`src/rtl/bomb_pkg.sv`:
```
// rtl/bomb_pkg.sv - shared bomb game types, button codes and key helper
package bomb_pkg;

  localparam int SEQ_LEN = 8;
  localparam logic [3:0] BTN_EMPTY = 4'hF;

  localparam logic [2:0] LEFT  = 3'd0;
  localparam logic [2:0] RIGHT = 3'd1;
  localparam logic [2:0] UP    = 3'd2;
  localparam logic [2:0] DOWN  = 3'd3;
  localparam logic [2:0] A     = 3'd4;
  localparam logic [2:0] B     = 3'd5;

  typedef enum logic [1:0] {
    IDLE     = 2'd0,
    ENTRY    = 2'd1,
    DEFUSED  = 2'd2,
    EXPLODED = 2'd3
  } state_t;

  function automatic logic [3:0] key_entry(input logic [31:0] k, input logic [2:0] idx);
    return k[{idx, 2'b00} +: 4];
  endfunction

endpackage

```
`src/rtl/btn_event.sv`:
```
// rtl/btn_event.sv - press edge detector with lowest-index priority encoder
module btn_event
  import bomb_pkg::*;
(
  input  logic       clk,
  input  logic       rst,
  input  logic [5:0] btn,
  output logic       press,
  output logic [2:0] code
);

  logic [5:0] btn_q;
  logic [5:0] btn_q_d;

  always_ff @(posedge clk) begin
    if (!rst) begin
      btn_q   <= '0;
      btn_q_d <= '0;
    end else begin
      btn_q   <= btn;
      btn_q_d <= btn_q;
    end
  end

  // A press only counts after a full cycle with every button released.
  assign press = (btn_q != '0) && (btn_q_d == '0);

  always_comb begin
    code = LEFT;
    for (int i = 5; i >= 0; i--) begin
      if (btn_q[i]) code = 3'(i);
    end
  end

endmodule

```
`src/rtl/bomb_sequencer.sv`:
```
// rtl/bomb_sequencer.sv - bomb game FSM, entry history and countdown timer
module bomb_sequencer
  import bomb_pkg::*;
#(
  parameter int TICK_DIV  = 25_000_000,
  parameter int TIMEOUT_S = 60
) (
  input  logic        vga_clk,
  input  logic        rst,
  input  logic [5:0]  btn,
  input  logic [31:0] key,
  output logic [3:0]  buttons [0:SEQ_LEN-1],
  output logic [1:0]  state,
  output logic [7:0]  seconds_left,
  output logic [3:0]  count
);

  localparam int PW = (TICK_DIV > 1) ? $clog2(TICK_DIV) : 1;
  localparam logic [PW-1:0] PRESC_MAX = PW'(TICK_DIV - 1);
  localparam logic [7:0] TIMEOUT_V = 8'(TIMEOUT_S);

  logic          press;
  logic [2:0]    code;
  logic [3:0]    code_w;
  state_t        state_q;
  logic [PW-1:0] presc;

  btn_event u_btn_event (
    .clk   (vga_clk),
    .rst   (rst),
    .btn   (btn),
    .press (press),
    .code  (code)
  );

  assign code_w = {1'b0, code};
  assign state  = state_q;

  always_ff @(posedge vga_clk) begin
    if (!rst) begin
      state_q      <= IDLE;
      count        <= '0;
      seconds_left <= TIMEOUT_V;
      presc        <= '0;
      for (int i = 0; i < SEQ_LEN; i++) buttons[i] <= BTN_EMPTY;
    end else begin
      case (state_q)
        IDLE: begin
          seconds_left <= TIMEOUT_V;
          presc        <= '0;
          if (press) begin
            buttons[0] <= code_w;
            count      <= 4'd1;
            state_q    <= (code_w == key_entry(key, 3'd0)) ? ENTRY : EXPLODED;
          end
        end

        ENTRY: begin
          if (presc == PRESC_MAX) begin
            presc <= '0;
            if (seconds_left != 8'd0) seconds_left <= seconds_left - 8'd1;
          end else begin
            presc <= presc + PW'(1);
          end

          // A press in the expiry cycle is judged before the timeout.
          if (press) begin
            if (count < 4'(SEQ_LEN)) begin
              buttons[count[2:0]] <= code_w;
              count               <= count + 4'd1;
            end
            if (code_w != key_entry(key, count[2:0]))
              state_q <= EXPLODED;
            else if (count == 4'(SEQ_LEN - 1))
              state_q <= DEFUSED;
            else if (seconds_left == 8'd0)
              state_q <= EXPLODED;
          end else if (seconds_left == 8'd0) begin
            state_q <= EXPLODED;
          end
        end

        default: begin
          if (press) begin
            state_q      <= IDLE;
            count        <= '0;
            seconds_left <= TIMEOUT_V;
            presc        <= '0;
            for (int i = 0; i < SEQ_LEN; i++) buttons[i] <= BTN_EMPTY;
          end
        end
      endcase
    end
  end

endmodule

```
`config.mk`:
```
export PLATFORM = sky130hd
export DESIGN_NAME = bomb_sequencer
export DESIGN_NICKNAME = d
export VERILOG_FILES = /design/src/rtl/bomb_pkg.sv /design/src/rtl/btn_event.sv /design/src/rtl/bomb_sequencer.sv
export SDC_FILE = /design/constraint.sdc
export NUM_CORES = 1
export LEC_CHECK = 0
export ABC_AREA = 1
export CAP_MARGIN = 0
export CORE_AREA = 2 2 102 104
export DETAILED_ROUTE_END_ITERATION = 6
export DIE_AREA = 0 0 104 106
export PLACE_DENSITY = 0.81
export SYNTH_ARGS = -nofsm -noshare
export SYNTH_HDL_FRONTEND = slang
export SYNTH_SLANG_ARGS = --single-unit
```
`constraint.sdc`:
```
create_clock -name vga_clk -period 1.8 [get_ports vga_clk]
set_input_delay 0.27 -clock vga_clk [delete_from_list [all_inputs] [get_ports vga_clk]]
set_output_delay 0.27 -clock vga_clk [all_outputs]
set_load 0.02 [all_outputs]
```
==> metrics, run 1 <==
Ys Warns=0; CP Launch Type=register; CP max stage cell=clkdlybuf4s50_1; Avg WL per Cell=around 12 um; kind of critical path=reg2out; switching share of power=0.3340; CTS tree=done; Post-Layout Inst Area=slightly above 6000 um^2; DRT Pass-1 Iters=5; Slew @ Worst Pin=between 0.4 and 0.5 ns; buffers and inverters on the worst path=1; gr ovfl total=0; Worst path depth=1; Setup Skew=0.009895 ns; Rows=37; maximum vdd ir drop=about 0.00056 V; synthesized area=4662 um^2; Antenna Nets Post-Route=0; first-pass GRT wire length=20180 um; period utilisation layout=0.9539; vias in the first global route=approximately 4500; # port buffers=85; critical path cell sequence=clkdlybuf4s50_1; Pint=about 3.3 mW; clk_lat worst skew=approximately 0.36 ns; Final Max Slew Viols=0; Slew HR=0.6931; WHS Path Cells=2; largest net degree at the start of global routing=28; area of the multi-input gates=around 2600 um^2; synth unique cells=42; Reg2Reg Setup Slack=0.13 ns; share of cells above drive strength 1=0.1444; CP top delay family=buffers and inverters; DR iter-0 viols=around 210; Min-Delay Path Class=reg2reg; syn_area_per_cell=approximately 6.5 um^2; maxcap violations=0; Ports=between 80 and 90; fmax=582.4 MHz; Initial Util=0.4662; sequential share of the synthesized area=0.3564; CP peak stage delay=0.65 ns; power consumption=between 4 and 5 mW; CP endpoint kind=primary output; final wirelength=11920 um; switching power=between 1.5 and 2 mW; leakage=between 2 and 3 nW; fin cells=around 970; Die Wd=~100 um; DR DRC count=0; Fin. Hold Viols=0; Area Overhead vs Synth=31.91%; minimum clock period=roughly 1.7 ns; GPL Wtd Cong=0.9587; Vias/cell=approximately 5; Tot GR Track Use=0.2219; pwr/cell area=between 800 and 900 nW/um^2; Reg power frac=0.424; Synth Register Bits=83; Mapped Nets=~760; Gate power share=0.297; CP Max Fanout=5; FF-to-FF path depth=12; CTS sink cnt=between 80 and 90; sequential cell area=between 1500 and 2000 um^2; die area=between 10000 and 15000 um^2; Die Ht=106 um; status=complete, no violations; fill cell total of the finished layout=approximately 950; final-stage net count=about 870; Num CTS Buffers=9; Data required, critical path=1.53 ns; DP HPWL=roughly 8800 um; Clock power frac=0.280; RSZ-0062 raised after global routing=true; initial antenna violation count=0; crit path DAT=1.45 ns; Final setup viols=0; Clk pin slew, worst setup/hold paths=0.08 ns; Diodes inserted=0; H-tree depth=3; WHS=0.4296 ns; Post-Synthesis Cells=slightly above 700; dpl cell area=about 5800 um^2; deepest clock path buffer count=2; CTS Root Cell=clkbuf_8; dpl cells=between 900 and 1000; Hold-fix buffers, CTS=0; Core Area=roughly 10000 um^2; DR vias=between 4000 and 5000
## Yosys cell counts, drive strengths merged
library cell	n	area [um^2]
nor2	58	277.8
o21a	1	7.510
a21oi	40	204.0
or2	8	50.05
clkbuf	7	26.28
a21o	2	15.01
xor2	3	26.28
nor4	2	42.54
and3	1	6.260
o31ai	1	7.510
inv	93	354.1
ha	3	37.54
a211oi	1	7.510
nand4	21	131.4
buf	13	76.32
o21ai	33	206.5
nand3	68	352.8
nand3b	1	7.510
nor3	20	147.6
a31oi	1	6.260
a31o	1	8.760
o211ai	2	20.02
nand2	252	980.9
dfxtp	83	1662
## power by group through the flow
stage	Clock (mW)	Combinational, mW	Sequential (mW)
finish	1.38	1.47	2.10
global route	1.50	1.62	2.12
CTS	1.42	1.45	2.09
detailed placement	0	1.44	2.13
global placement	0	1.43	2.13
floorplan	0	0.716	2.28
## layout make-up
cell class                      instances  share of cell area
Multi-Input combinational cell        519              0.4222
Sequential cell                        83              0.2716
Timing Repair Buffer                  120              0.1870
Inverter                               93             0.05860
Tap cell                              136             0.02767
Clock buffer                           11             0.02299
Clock inverter                          5            0.009969
## tightest hold or removal path, delay by kind of cell (launching register included)
family	cells	cell delay (ns)
flops	1	0.32
simple gates	1	0.05
buf+inv	1	0.03
## path summary, 6_finish.rpt
kind	start	to
max reg2reg	presc[0]$_SDFFE_PN0P_	presc[16]$_SDFFE_PN0P_
min	u_btn_event.btn_q[4]$_SDFF_PN0_	u_btn_event.btn_q_d[4]$_SDFF_PN0_
max	seconds_left[2]$_SDFFE_PN1P_	seconds_left[2]
min reg2reg	u_btn_event.btn_q[4]$_SDFF_PN0_	u_btn_event.btn_q_d[4]$_SDFF_PN0_
## per-layer routing
layer  up-vias  track usage  routed length (um)
met2       148       0.3750                5667
met5         -            0                   0
met4         0      0.07336                 246
met3        26      0.05886                 866
met1      2084       0.2753                5144
li1       2515            -                   -
## logic make-up after synthesis
group	count (synthesis)	share of synthesized area
buffers and inverters	113	0.09796
adders and majority gates	3	0.008052
and+or+nand+nor	431	0.4283
DFF	83	0.3564
xor gates and xnor gates	3	0.005637
AOI/OAI and AO/OA	82	0.1036
## what timing repair did
item / in CTS / in global routing
buffers inserted: 0 / 4
pin swaps: 0 / 6
resized for setup: 2 / 25
gates cloned: 0 / 0
setup endpoints to repair: 2 / 26
## layout by cell type (no fill, tap or decap), types with 2 or more instances in the layout
| master | instances |
|---|---|
| nand2_1 | 245 |
| clkdlybuf4s50_1 | 84 |
| inv_1 | 83 |
| dfxtp_1 | 76 |
| nand3_1 | 67 |
| nor2_1 | 45 |
| a21oi_1 | 39 |
| buf_4 | 32 |
| o21ai_0 | 23 |
| nand4_1 | 21 |
| nor3_1 | 10 |
| clkbuf_8 | 10 |
| nor3_2 | 8 |
| o21ai_2 | 8 |
| or2_2 | 7 |
| inv_2 | 7 |
| dfxtp_2 | 7 |
| nor2_2 | 6 |
| nand2_2 | 5 |
| nor2_4 | 5 |
| clkinvlp_4 | 4 |
| xor2_1 | 3 |
| buf_12 | 3 |
| a21o_1 | 2 |
| nor3_4 | 2 |
| nor2_8 | 2 |
| nor4_4 | 2 |
| nand2_8 | 2 |
| ha_1 | 2 |
## through the flow
| stage | setup WS, ns | setup TNS [ns] | util |
|---|---|---|---|
| 2_1_floorplan | 0.04231 | 0 | - |
| 3_3_place_gp | 0.08570 | 0 | 0.5838 |
| 3_5_place_dp | 0.04410 | 0 | 0.5838 |
| 4_1_cts | 0.03172 | 0 | 0.6041 |
| 5_1_grt | -0.04777 | -0.06327 | 0.6150 |
| 6_report | 0.08299 | 0 | 0.6150 |
## flip-flops by register name, indices dropped and copies added (netlist names)
name and flops:
state 2, u_btn_event.btn_q_d 6, seconds_left 8, buttons 32, u_btn_event.btn_q 6, count 4, presc 25
No activity file was read; power rests on OpenSTA's default activity.
==> run 2, diff against run 1 <==
--- a/config.mk
+++ b/config.mk
@@ -10,6 +10,7 @@
 export CORE_AREA = 2 2 102 104
 export DETAILED_ROUTE_END_ITERATION = 6
 export DIE_AREA = 0 0 104 106
+export GPL_ROUTABILITY_DRIVEN = 0
 export PLACE_DENSITY = 0.81
 export SYNTH_ARGS = -nofsm -noshare
 export SYNTH_HDL_FRONTEND = slang
==> run 2 against run 1 <==
Sequential share of layout area shrank 0.073 points. Non-clock buffer count fell by 1. Hold slack worse by 0.016 ns.
==> metrics, run 2 (synthesis gave the netlist of run 1 again) <==
Avg WL per Cell=~13 um; gr ovfl total=0; deepest clock path buffer count=2; Diodes inserted=0; Ports=86; Vias/cell=~5.1; maximum vdd ir drop=roughly 0.0009 V; Fin. Hold Viols=0; # port buffers=between 80 and 90; die area=around 11000 um^2; RSZ-0062 raised after global routing=true; Rows=37; pwr/cell area=835.7 nW/um^2; Final Max Slew Viols=0; Reg power frac=0.409; CTS Root Cell=clkbuf_8; Slew @ Worst Pin=around 0.48 ns; CP Launch Type=register; Reg2Reg Setup Slack=0.10 ns; switching share of power=0.3362; buffers and inverters on the worst path=1; fill cell total of the finished layout=940; Clk pin slew, worst setup/hold paths=0.09 ns; crit path DAT=~1.5 ns; CP endpoint kind=primary output; DRT Pass-1 Iters=4; kind of critical path=reg2out; maxcap violations=0; Worst path depth=1; period utilisation layout=0.9699; largest net degree at the start of global routing=28; Largest register FFs=32; DR iter-0 viols=200; critical path cell sequence=clkdlybuf4s50_1; Biggest register=buttons; Die Ht=106 um; CP Max Fanout=6; vias in the first global route=roughly 4500; Antenna Nets Post-Route=0; initial antenna violation count=0; FF-to-FF path depth=12; Final setup viols=0; Tot GR Track Use=0.2221; fmax=between 500 and 600 MHz; final-stage net count=roughly 870; commonest cells after routing, fill and taps aside=nand2_1, inv_1, clkdlybuf4s50_1; most common cell after layout, fill and taps aside=nand2_1; Initial Util=0.4662; biggest regs=buttons (32), presc (25), seconds_left (8); share of cells above drive strength 1=0.1456; setup_tns=0 ns; Post-Layout Inst Area=6171 um^2; Clock power frac=0.305; DR vias=around 4900; Slew HR=0.6738; DP HPWL=8932 um; first-pass GRT wire length=between 20000 and 25000 um; Die Wd=around 100 um; Core Area=around 10000 um^2; dpl cell area=5808 um^2; CP top delay family=buffers and inverters; Hold-fix buffers, CTS=0; Gate power share=0.286; Pint=3.423 mW; CP peak stage delay=about 0.65 ns; Setup WS pre-CTS=0.06166 ns; CTS sink cnt=83; CTS tree=done; status=complete, no violations; leakage=2.742 nW; H-tree depth=3; Area Overhead vs Synth=32.37%; WHS Path Cells=3; worst setup margin=between 0.05 and 0.06 ns; DR DRC count=0; Data required, critical path=1.53 ns; final wirelength=about 12000 um; clk_lat worst skew=~0.38 ns; minimum clock period=between 1.5 and 2 ns; switching power=1.734 mW; CP max stage cell=clkdlybuf4s50_1; Num CTS Buffers=9; Setup Skew=roughly 0.013 ns; Min-Delay Path Class=in2reg
run 2: cell count changes in the layout (fill, tap and decap cells not counted), sizes merged:
| cell | before | now |
|---|---|---|
| dlymetal6s2s | 0 | 1 |
| inv | 92 | 95 |
| clkinv | 1 | 2 |
| clkinvlp | 4 | 2 |
| clkdlybuf4s50 | 84 | 82 |
| bufinv | 1 | 2 |
| dlygate4sd2 | 1 | 2 |
| clkbuf | 11 | 9 |
| buf | 35 | 34 |
run 2: metrics by stage:
stage                     hold slack [ns]  utilization  cells  power [mW]
after floorplan                    0.3676            -    715       3.000
after global placement             0.4126       0.5808    943       3.554
after detailed placement           0.4172       0.5808    943       3.571
after CTS                          0.4031       0.6040    959       5.138
after global routing               0.4235       0.6171    967       5.415
final                              0.4141       0.6171    967       5.157
run 2: path summary, 6_finish.rpt:
path / start / endpoint
max: seconds_left[3]$_SDFFE_PN1P_ / seconds_left[3]
min: btn[0] / u_btn_event.btn_q[0]$_SDFF_PN0_
max reg2reg: presc[0]$_SDFFE_PN0P_ / presc[16]$_SDFFE_PN0P_
min reg2reg: u_btn_event.btn_q[4]$_SDFF_PN0_ / u_btn_event.btn_q_d[4]$_SDFF_PN0_
run 2: power by group through the flow:
stage               clock network [mW]  logic (mW)  registers [mW]
finish                            1.57        1.48            2.11
global route                      1.67        1.61            2.13
CTS                               1.60        1.44            2.10
detailed placement                   0        1.44            2.14
global placement                     0        1.42            2.13
floorplan                            0       0.716            2.28
run 2: timing repair:
item,4_1_cts,5_1_grt
resized for setup,3,27
pin swaps,0,6
setup endpoints to repair,3,44
cloned,0,1
buffers inserted,0,7
run 2: layer usage:
metal	track usage	vias to the layer above	part of all wire
met3	0.06131	20	0.067
met2	0.3896	161	0.49
met4	0.08108	0	0.019
li1	-	2518	-
met1	0.2596	2232	0.42
met5	0	-	0
run 2: cell type report:
cell class,instances,area (um^2),share of cell area
Clock buffer,9,123.9,0.02007
Clock inverter,7,108.9,0.01764
Inverter,93,357.8,0.05799
Multi-Input combinational cell,519,2596,0.4207
Sequential cell,83,1672,0.2709
Tap cell,136,170.2,0.02757
Timing Repair Buffer,119,1135,0.1839
Timing Repair inverter,1,7.507,0.001217
==> patch 1, RTL diff (settings of run 2) <==
`SEQ_LEN`: 8 -> 32.
--- a/src/rtl/bomb_pkg.sv
+++ b/src/rtl/bomb_pkg.sv
@@ -1,7 +1,7 @@
 // rtl/bomb_pkg.sv - shared bomb game types, button codes and key helper
 package bomb_pkg;
 
-  localparam int SEQ_LEN = 8;
+  localparam int SEQ_LEN = 32;
   localparam logic [3:0] BTN_EMPTY = 4'hF;
 
   localparam logic [2:0] LEFT  = 3'd0;
Ports: changed (resized buttons); port bits go from 86 to 182. The function was not compared with the original's and may differ.
==> patch 1 against run 2 <==
- clock skew down 0.00077 ns
- wire length is 39% lower
- design area decreased by 32%
- worst setup slack gained 0.015 ns
- total power decreased by 45%
- synthesized area decreased by 15%
- sequential cell count is 31 lower
- cell count shrank 19%
- combinational power decreased by 44%
- sequential share of layout area shrank 2.1 points
- fmax is 0.86% higher
- first-iteration DRC count fell by 21%
==> patch 1: results (changes against run 2) <==
run_status:
  status: "finished, final reports clean"  # unchanged
place:
  dpl_cell_area_mm2: 0.00404  # was 0.00581 mm2
  dp_worst_setup_slack_ns: 0.100  # was 0.0617 ns
  hpwl_mm: 5.73  # was 8.93 mm
  port_buffers: 30  # was 85
final_layout:
  design_area_mm2: 0.00418  # was 0.00617 mm2
  fin_nets: 690  # was 869
  drive_above_1_share_pct: 11.9  # was 14.6%
  num-fill-cells: 1050  # was 940
  largest_registers: "presc: 25 flops, seconds_left: 8 flops"  # was buttons: 32 flops, presc: 25 flops, seconds_left: 8 flops
  stdcell_count: 785  # was 967
  largest-register: "presc"  # was buttons
worst_setup_path:
  cp-startpoint: "state[1]$_SDFFE_PN0P_"  # was seconds_left[3]$_SDFFE_PN1P_
  r2r-start: "presc[1]$_SDFFE_PN0P_"  # was presc[0]$_SDFFE_PN0P_
  arrival_ns: 1.46  # was 1.48 ns
  r2r_cells: 11  # was 12
  r2r_end: "presc[20]$_SDFFE_PN0P_"  # was presc[16]$_SDFFE_PN0P_
  crit_end: "state[1]"  # was seconds_left[3]
synth:
  yosysSeqAreaShare_pct: 26.1  # was 35.6%
  synth_compound_area_share_pct: 7.38  # was 10.4%
  netlist_top_cells_area: "dfxtp_1, buf_4, nand2_1, inv_1, nand3_1"  # was dfxtp_1, nand2_1, nand3_1, inv_1, a21oi_1
  synthXorXnorAreaFrac_pct: 0.660  # was 0.564%
  synth_common_cells: "nand2_1, buf_4, inv_1"  # was nand2_1, inv_1, dfxtp_1
  synthAdderAreaFrac_pct: 0.628  # was 0.805%
grt:
  groute.usage.overall_pct: 13.2  # was 22.2%
  grt_pass1_wl_mm: 12.4  # was 20.1 mm
  use_met1_pct: 16.6  # was 26.0%
  use_met3_pct: 1.53  # was 6.13%
  globalRouteMet2Util_pct: 23.1  # was 39.0%
  grt_pass1_vias: 2815  # was 4549
sta:
  whs_ns: 0.443  # was 0.414 ns
  clock_skew_ns: 0.0121  # was 0.0128 ns
  setup_slack_ns: 0.0691  # was 0.0542 ns
routing:
  drt-met1-wl_mm: 3.33  # was 5.15 mm
  routedWlPerCell_um: 9.45  # was 12.7 um
  wl_met3_um: 473  # was 824 um
power_and_ir_drop:
  cellLeakagePower_nw: 1.96  # was 2.74 nW
min_path:
  hold_depth: 2  # was 3
  min_to: "u_btn_event.btn_q_d[4]$_SDFF_PN0_"  # was u_btn_event.btn_q[0]$_SDFF_PN0_
  hold_class: "flip-flop to flip-flop"  # was primary input to flip-flop
==> patch 1: changes by cell type after synthesis, moves of 7 or more <==
cell / run 2 / this run
nand2_1: 249 / 143
o21ai_0: 23 / 11
dfxtp_1: 83 / 52
buf_2: 10 / 3
nand3_1: 67 / 46
inv_1: 85 / 64
nor2_1: 51 / 40
a21oi_1: 39 / 27
nand4_1: 21 / 13
buf_4: 2 / 129
==> patch 1: layout make-up <==
type	count	share of cell area (%)
clock buffer	5	1.65
timing repair buffer	50	10.8
inverter	72	6.47
clock inverter	3	0.629
tap	136	4.07
multi-input combinational	467	51.4
sequential	52	25.0
==> patch 1: where the power goes <==
group	switching [mW]	internal, mW
logic	0.586	0.244
registers	0.0600	1.21
clock network	0.434	0.287
total	1.08	1.74
==> patch 1: cell families (layout without fill, tap and decap cells) <==
group / count (synthesis) / count (layout)
compound gates: 51 / 51
xor+xnor: 3 / 3
fa+ha+maj: 2 / 2
buf+inv: 209 / 130
flops: 52 / 52
other cells: 2 / 127
simple gates: 284 / 284
==> patch 2, RTL diff (config.mk and constraints of run 2) <==
Without the edit above. Compare `count` against `4'(SEQ_LEN - 1)` with >= in place of ==.
--- a/src/rtl/bomb_sequencer.sv
+++ b/src/rtl/bomb_sequencer.sv
@@ -71,7 +71,7 @@
             end
             if (code_w != key_entry(key, count[2:0]))
               state_q <= EXPLODED;
-            else if (count == 4'(SEQ_LEN - 1))
+            else if (count >= 4'(SEQ_LEN - 1))
               state_q <= DEFUSED;
             else if (seconds_left == 8'd0)
               state_q <= EXPLODED;
Behaviour: same outputs for any inputs over 4 cycles, from zero or initial values and one cycle with rst low; that may be too few to reach the edited logic, so the function may still have changed.
==> patch 2 against run 2 <==
- sequential share of layout area rose by 0.80 points
- sequential cell count unchanged
- synthesized area decreased by 3.9%
- worst setup slack lost 0.00078 ns
- design area is 2.9% lower
- count of clock-buffer cells in the layout increased by 1
- combinational power shrank 5%
- worst hold slack improved by 0.019 ns
- wire length decreased by 2.9%
- total power fell by 5.4%
- largest cell class unchanged
- largest power group unchanged
==> patch 2: results (changes against run 2) <==
synth:
  synthXorXnorAreaFrac_pct: 0.977  # was 0.564%
  synthMuxAreaShare_pct: 0  # unchanged
  yosysUniqueCellTypes: 43  # was 42
  yosysSeqAreaShare_pct: 37.1  # was 35.6%
  netlist_top_cells_area: "dfxtp_1, nand2_1, nand3_1, inv_1, nor2_1"  # was dfxtp_1, nand2_1, nand3_1, inv_1, a21oi_1
  synth_common_cells: "nand2_1, dfxtp_1, inv_1"  # was nand2_1, inv_1, dfxtp_1
  syn-num-nets: 723  # was 758
  synthAdderAreaFrac_pct: 1.12  # was 0.805%
  synth_compound_area_share_pct: 10.2  # was 10.4%
  yosys_warnings: 0  # unchanged
sta:
  clock_skew_ns: 0.0132  # was 0.0128 ns
  max_slew_margin_pct: 71.3  # was 67.4%
grt:
  antenna_found_initial: 0  # unchanged
  groute.usage.overall_pct: 21.5  # was 22.2%
  grt_max_degree: 26  # was 28
  grt_pass1_wl_mm: 19.6  # was 20.1 mm
  grt_pass1_vias: 4294  # was 4549
final_layout:
  ff_latch_area_mm2: 0.00167  # unchanged
  clkbuf_count: 10  # was 9
  clk_share_pct: 3.36  # was 3.77%
  drive_above_1_share_pct: 15.0  # was 14.6%
  buffers: 129  # was 119
  num-fill-cells: 899  # was 940
  multi_input_cells: 492  # was 519
  fin_nets: 843  # was 869
  diodes: 0  # unchanged
  nonClkBufAreaFrac_pct: 20.2  # was 18.4%
  multi_input_area_share_pct: 40.4  # was 42.1%
  n_all_inverters: 84  # was 94
worst_setup_path:
  arrival_ns: 1.48  # about the same
  crit_path_max_fanout: 5  # was 6
  max_stage_delay_ns: 0.60  # was 0.65 ns
min_path:
  hold_class: "primary input to flip-flop"  # unchanged
power_and_ir_drop:
  irDropWorstVdd_v: 0.000561  # was 0.000903 V
  p_switching_mw: 1.64  # was 1.73 mW
  cellLeakagePower_nw: 2.74  # about the same
clock_tree:
  insertion_delay_ns: 0.36  # was 0.38 ns
  htreeDepth: 3  # unchanged
  ctsRootBufferMaster: "clkbuf_8"  # unchanged
routing:
  ant_nets: 0  # unchanged
  firstDrtPassIters: 5  # was 4
  vias: 4723  # was 4931
  dr.first_iter.drc_count: 306  # was 200
  routedWlPerCell_um: 12.7  # about the same
place:
  dp_worst_setup_slack_ns: 0.0553  # was 0.0617 ns
  dpl_cell_area_mm2: 0.00570  # was 0.00581 mm2
  hpwl_mm: 8.86  # was 8.93 mm
run_status:
  status: "finished, final reports clean"  # unchanged
-- patch 2: cell types whose count changed after synthesis, sizes merged, moves of 4 or more --
cell	change
o211ai	+4
inv	-9
nor3	-8
o21ai	-9
nand4	-10
nand2	-8
o22ai	+4
nor2	+4
-- patch 2: layer usage --
metal	part of all wire [%]	vias to the layer above	global-route usage [%]	routed length [um]
met5	0	-	0	0
met3	6.4	30	4.17	761
met1	45	2130	26.9	5310
met4	2.4	0	8.78	280
met2	47	157	36.4	5560
li1	-	2406	-	-
-- patch 2: power by group through the flow --
stage	Combinational (mW)	Clock, mW	Sequential (mW)
after floorplan	0.666	0	2.26
after global placement	1.37	0	2.11
after detailed placement	1.39	0	2.11
after CTS	1.40	1.41	2.07
after global routing	1.54	1.49	2.09
final	1.41	1.39	2.07
-- patch 2: timing repair --
action                     4_1_cts  5_1_grt
setup endpoints to repair        2       14
gates resized for setup          2       17
pin swaps                        0        8
setup buffers                    0        3
-- patch 2: worst max-delay path: cells and delay by family (launching register included) --
kind | cells | cell delay [ns]
buffers and inverters | 2 | 0.75
DFF | 1 | 0.37
-- patch 2: final timing paths --
check	from	endpoint	slack, ns	cells after the start
worst min register to register	u_btn_event.btn_q[1]$_SDFF_PN0_	u_btn_event.btn_q_d[1]$_SDFF_PN0_	0.45	2
worst min-delay path	btn[2]	u_btn_event.btn_q[2]$_SDFF_PN0_	0.43	3
worst max register to register	presc[0]$_SDFFE_PN0P_	presc[24]$_SDFFE_PN0P_	0.08	9
worst max-delay path	seconds_left[2]$_SDFFE_PN1P_	seconds_left[2]	0.05	2
-- patch 2: stage by stage --
step                util [%]  std cells
floorplan                  -        679
global placement        57.0        921
detailed placement      57.0        921
CTS                     59.0        937
global route            59.9        940
finish                  59.9        940
